File: config.mk
export PLATFORM = sky130hd
export DESIGN_NAME = hpm_counter_bank
export DESIGN_NICKNAME = d
export VERILOG_FILES = /design/src/rtl/hpm_counter_bank.sv
export SDC_FILE = /design/constraint.sdc
export NUM_CORES = 1
export LEC_CHECK = 0
export ABC_AREA = 1
export BUFFER_PORTS_ARGS = -buffer_cell sky130_fd_sc_hd__buf_2
export CELL_PAD_IN_SITES_DETAIL_PLACEMENT = 1
export CELL_PAD_IN_SITES_GLOBAL_PLACEMENT = 1
export CORE_UTILIZATION = 40
export CTS_BUF_LIST = sky130_fd_sc_hd__clkbuf_16
export DETAILED_ROUTE_END_ITERATION = 10
export HOLD_SLACK_MARGIN = 0.06
export PLACE_DENSITY_LB_ADDON = 0.1
export SYNTH_ARGS = -nofsm -noshare
export SYNTH_HDL_FRONTEND = slang
export SYNTH_SLANG_ARGS = --single-unit
File: constraint.sdc
create_clock -name clk -period 3.1 [get_ports clk]
set_clock_uncertainty 0.1 [all_clocks]
set_input_delay 0.465 -clock clk [delete_from_list [all_inputs] [get_ports clk]]
set_output_delay 0.465 -clock clk [all_outputs]
set_load 0.02 [all_outputs]
File: src/rtl/hpm_counter_bank.sv
// rtl/hpm_counter_bank.sv - MMIO-mapped bank of wide performance counters with
// per-counter event select, HI shadow for tear-free reads and overflow interrupt.
module hpm_counter_bank #(
   parameter int NUM_CNT    = 4,
   parameter int CNT_W      = 48,
   parameter int NUM_EVENTS = 8
) (
   input  logic                  clk,
   input  logic                  rst_n,
   input  logic                  cs,
   input  logic                  we,
   input  logic [7:0]            addr,
   input  logic [31:0]           wdata,
   output logic [31:0]           rdata,
   input  logic [NUM_EVENTS-1:0] events,
   output logic                  irq
);

   localparam int HI_W = CNT_W - 32;

   logic               gen_q;
   logic               clr_q;
   logic [NUM_CNT-1:0] ovf_q;
   logic [NUM_CNT-1:0] irqen_q;
   logic [NUM_CNT-1:0] ovf_set;
   logic [NUM_CNT-1:0] ovf_clr;
   logic               wr;
   logic               w_ctrl;
   logic               w_ovf;
   logic               w_irqen;
   logic [255:0]       src_vec;
   logic               unused_addr;

   logic [CNT_W-1:0]   cnt_rd [NUM_CNT];
   logic [HI_W-1:0]    shd_rd [NUM_CNT];
   logic [8:0]         cfg_rd [NUM_CNT];

   assign wr          = cs && we;
   assign w_ctrl      = wr && (addr[7:2] == 6'h00);
   assign w_ovf       = wr && (addr[7:2] == 6'h01);
   assign w_irqen     = wr && (addr[7:2] == 6'h02);
   assign ovf_clr     = w_ovf ? wdata[NUM_CNT-1:0] : '0;
   assign unused_addr = ^addr[1:0];

   // Source table indexed directly by SEL: entry 0 is the cycle clock,
   // entries past the last probe stay 0 so out-of-range selects never count.
   always_comb begin
      src_vec = '0;
      src_vec[NUM_EVENTS:0] = {events, 1'b1};
   end

   for (genvar i = 0; i < NUM_CNT; i++) begin : g_cnt
      logic [CNT_W-1:0] cnt_q;
      logic [HI_W-1:0]  shd_q;
      logic [7:0]       sel_q;
      logic             en_q;
      logic             hit;
      logic             w_cfg;
      logic             w_lo;
      logic             w_hi;
      logic             r_lo;
      logic             inc;

      assign hit   = cs && (addr[7:4] == 4'(i + 2));
      assign w_cfg = hit && we && (addr[3:2] == 2'd0);
      assign w_lo  = hit && we && (addr[3:2] == 2'd1);
      assign w_hi  = hit && we && (addr[3:2] == 2'd2);
      assign r_lo  = hit && !we && (addr[3:2] == 2'd1);
      assign inc   = gen_q && en_q && src_vec[sel_q];

      // A wrap only counts when the increment actually lands.
      assign ovf_set[i] = inc && !clr_q && !w_lo && !w_hi && (&cnt_q);

      always_ff @(posedge clk or negedge rst_n) begin
         if (!rst_n) begin
            cnt_q <= '0;
            shd_q <= '0;
            sel_q <= '0;
            en_q  <= 1'b0;
         end else begin
            if (w_cfg) begin
               sel_q <= wdata[7:0];
               en_q  <= wdata[8];
            end
            if (clr_q) begin
               cnt_q <= '0;
               shd_q <= '0;
            end else if (w_lo) begin
               cnt_q[31:0] <= wdata;
            end else if (w_hi) begin
               cnt_q[CNT_W-1:32] <= wdata[HI_W-1:0];
               shd_q             <= wdata[HI_W-1:0];
            end else begin
               if (r_lo) shd_q <= cnt_q[CNT_W-1:32];
               if (inc)  cnt_q <= cnt_q + CNT_W'(1);
            end
         end
      end

      assign cnt_rd[i] = cnt_q;
      assign shd_rd[i] = shd_q;
      assign cfg_rd[i] = {en_q, sel_q};
   end

   always_ff @(posedge clk or negedge rst_n) begin
      if (!rst_n) begin
         gen_q   <= 1'b0;
         clr_q   <= 1'b0;
         ovf_q   <= '0;
         irqen_q <= '0;
         irq     <= 1'b0;
      end else begin
         clr_q <= w_ctrl && wdata[1];
         if (w_ctrl)  gen_q   <= wdata[0];
         if (w_irqen) irqen_q <= wdata[NUM_CNT-1:0];
         ovf_q <= (ovf_q & ~ovf_clr) | ovf_set;
         irq   <= |(ovf_q & irqen_q);
      end
   end

   always_comb begin
      rdata = '0;
      if (cs) begin
         case (addr[7:2])
            6'h00:   rdata = {30'b0, clr_q, gen_q};
            6'h01:   rdata = 32'(ovf_q);
            6'h02:   rdata = 32'(irqen_q);
            default: rdata = '0;
         endcase
         for (int i = 0; i < NUM_CNT; i++) begin
            if (addr[7:4] == 4'(i + 2)) begin
               case (addr[3:2])
                  2'd0:    rdata = 32'(cfg_rd[i]);
                  2'd1:    rdata = cnt_rd[i][31:0];
                  2'd2:    rdata = 32'(shd_rd[i]);
                  default: rdata = '0;
               endcase
            end
         end
      end
   end

endmodule

==> out/results.ini <==
[grt]
grt_max_degree = 62
grt_pass1_vias = 26600
grt_pass1_wl_um = 175000
antenna_found_initial = 7
track_usage_pct = 42.1
grt.overflow.total = 0

[placement]
numPortBuffers = 82
gp_congestion = 1.05
place_hpwl_um = 93000

[critical_path]
crit_type = input pin to output pin
worst_setup_path_start_kind = input pin
path_cells = buf_2 -> inv_1 -> nand2_2 -> buf_4 -> buf_4 -> o22ai_1 -> a211oi_1 -> nor3_1 -> buf_2
critPathMaxStageDelay_ns = 0.41
crit_path_end_kind = output pin
reg2reg_slack_ns = 0.39
crit_required_ns = 2.53
critPathArrivalTime_ns = 2.51
critPathSlowestCell = nor3_1
path_max_fanout = 17

[logic_synthesis]
synth_cells = 3571
yosysTopAreaCell = dfrtp_1
synthesis.area_mm2 = 0.0223
ys.flop_type = dfrtp_1
post_synth_num_cell_types = 52
yosysTopAreaCellShare_pct = 34.0
synthTopCellsByArea = dfrtp_1 (34%), nand2_1 (22%), nor2_1 (7.4%)
ys_warn_count = 0
synth_nets = 3627
ys_async_sr_fraction_pct = 100
ys_ff_latch = 303
synth-edff-count = 0
yosysSeqAreaShare_pct = 34.0
avgSynthCellArea_um2 = 6.24

[clock_tree]
cts_buffer_depth = 3
clkSinkCount = 303
cts_made_buffers = 40
cts_tree = built
clkLatencyLatePin_ns = 0.59
ctsHtreeMaxLevel = 2
root_buffer = clkbuf_16
clkTransAtPathRegs_ns = 0.05

[pwr]
power_density_mw_per_mm2 = 493
leakagePower_uw = 0.0113
peakVddDrop_mv = 0.431
finalPower_uw = 12500

[routing]
ant_nets = 0
drt_iter0_markers = 2523
post-route-drc-count = 0
drtPass1Iterations = 5
post_drt_wl_per_cell_um = 26.9
vias_per_cell = 5.99
vias = 26700
routed_wl_um = 120000

[timing]
relSlewSlack_pct = 39.0
final_max_slew_viol_count = 0
fmax_mhz = 326
setup_viol_count_final = 0
fin_hold_ws_ns = 0.100
final_hold_viol_count = 0
setup_tns_ns = 0
grt_setup_unrepaired = no
tightest_slew_ns = 0.912
finalCritPeriodShare_pct = 99.1
fin_crit_ns = 3.07

[job]
cap_violations = 0

[die]
die_h_um = 238
core_mm2 = 0.0551
io_pins = 85
row_count = 86
die_w_um = 238
initial_core_util_pct = 40.4
die_area_mm2 = 0.0566

[final_layout]
area_growth_pct = 13.6
fill_cells = 7463
num-nets-final = 3729
drive_gt1_share_pct = 8.26
final_core_util_pct = 45.9

[worst_hold_path]
holdCritPathClass = input pin to flop

[outcome]
status = finished clean

-- layer usage --
metal  up-vias  wire length (um)  GRT usage, %  part of all wire (%)
met5         -                36             0                 0.030
met3       259             10400          8.77                   8.7
li1      11900                 -             -                     -
met2      1143             52400          64.5                    44
met4         4              7780          24.2                   6.5
met1     13400             49100          54.9                    41
-- registers in the layout, summed over array words and instances (netlist names) --
signal,count
g_cnt.en_q,4
ovf_q,4
irqen_q,4
irq,1
g_cnt.cnt_q,192
gen_q,1
g_cnt.shd_q,64
g_cnt.sel_q,32
clr_q,1
-- worst paths after layout --
kind,depth (start not counted),start,endpoint
setup / recovery,9,addr[3],rdata[9]
setup reg to reg,12,g_cnt[1].cnt_q[0]$_DFFE_PN0P_,g_cnt[1].cnt_q[30]$_DFFE_PN0P_
hold / removal,5,wdata[18],g_cnt[2].cnt_q[18]$_DFFE_PN0P_
max in group asynchronous,4,rst_n,g_cnt[1].cnt_q[44]$_DFFE_PN0P_
min in group asynchronous,2,rst_n,g_cnt[0].cnt_q[41]$_DFFE_PN0P_
hold reg to reg,2,irqen_q[2]$_DFFE_PN0P_,irqen_q[2]$_DFFE_PN0P_
-- worst max-delay path: cells and delay by family --
| kind | cells | cell delay [ns] |
|---|---|---|
| buf+inv | 5 | 0.95 |
| compound gates | 2 | 0.60 |
| simple gates | 2 | 0.48 |
-- cell usage in the layout, fill, tap and decap left out, types with 4 or more instances in the layout --
master and count:
dfrtp_1 303, buf_12 10, nand2_1 1304, nor3_1 28, nand4_1 80, nor2_2 8, a211oi_1 7, buf_2 81
inv_1 335, clkinv_2 9, bufinv_16 6, a21oi_1 82, o22ai_1 67, a221oi_1 19, clkbuf_16 41, nand3_1 257
or2_2 7, nor2_4 10, o21bai_1 5, o21ai_0 279, xor2_1 38, o211ai_1 76, buf_4 85, clkinv_1 8
nand2_2 9, nor2_1 438, ha_1 4, nand3b_1 12, nand2_4 4, o21ai_1 17, a21o_1 4, o221ai_1 13
a311oi_1 6, inv_2 17
-- metrics by stage --
stage / setup WS (ns) / std cells / instance area [um2]
final: 0.0290 / 4455 / 25300
after global routing: 0.0162 / 4453 / 25300
after CTS: 0.102 / 4452 / 25300
after detailed placement: 0.0637 / 4376 / 23900
after global placement: 0.133 / 4376 / 23900
after floorplan: 0.628 / 3571 / 22300
-- cells in the mapped netlist, types with 4 or more instances --
library cell,number
xor2_1,38
dfrtp_1,303
ha_1,4
buf_4,11
buf_2,41
or2_2,7
o211ai_1,76
nand3_1,257
nor3_1,28
inv_2,17
a211oi_1,7
a21o_1,4
a311oi_1,6
o21bai_1,5
buf_1,11
nand4_1,80
nand2_2,8
a221oi_1,19
nor2_1,439
nor2_2,6
a21oi_1,82
o21ai_1,16
o221ai_1,13
clkbuf_1,55
nand2_1,1305
nand3b_1,12
inv_1,328
nand2_4,4
o22ai_1,67
o21ai_0,280
nor2_4,10
-- timing repair --
item / in CTS / in global routing
hold buffers: 2 / 0
setup endpoints to repair: 0 / 3
setup buffers: 0 / 0
resized for setup: 0 / 1
hold endpoints to repair: 54 / 0
-- where the power goes --
part | leakage [uW] | switching, uW | internal (uW)
combinational | 0.00680 | 1700 | 704
clock | 0.000681 | 2040 | 2910
sequential | 0.00384 | 648 | 4470
-- cell families (layout without fill, tap and decap cells) --
family | after synthesis | in the layout | share of synthesized area (%)
compound gates | 587 | 587 | 15.5
xor+xnor | 40 | 40 | 1.57
fa+ha+maj | 4 | 4 | 0.225
buf+inv | 469 | 602 | 8.38
flops | 303 | 303 | 34.0
other cells | 0 | 2 | 0
simple gates | 2168 | 2169 | 40.3
-- layout make-up --
class                   count  area, um2  share of cell area (%)
diodes                      2       5.00                  0.0198
clock buffers              41       1030                    4.05
clock inverters            33        319                    1.26
inverters                 349       1320                    5.20
multi-input cells        2800      12800                    50.8
flip-flops and latches    303       7580                    30.0
well taps                 748        936                    3.70
repair buffers            179       1280                    5.05
No activity file was read; power rests on OpenSTA's default activity.
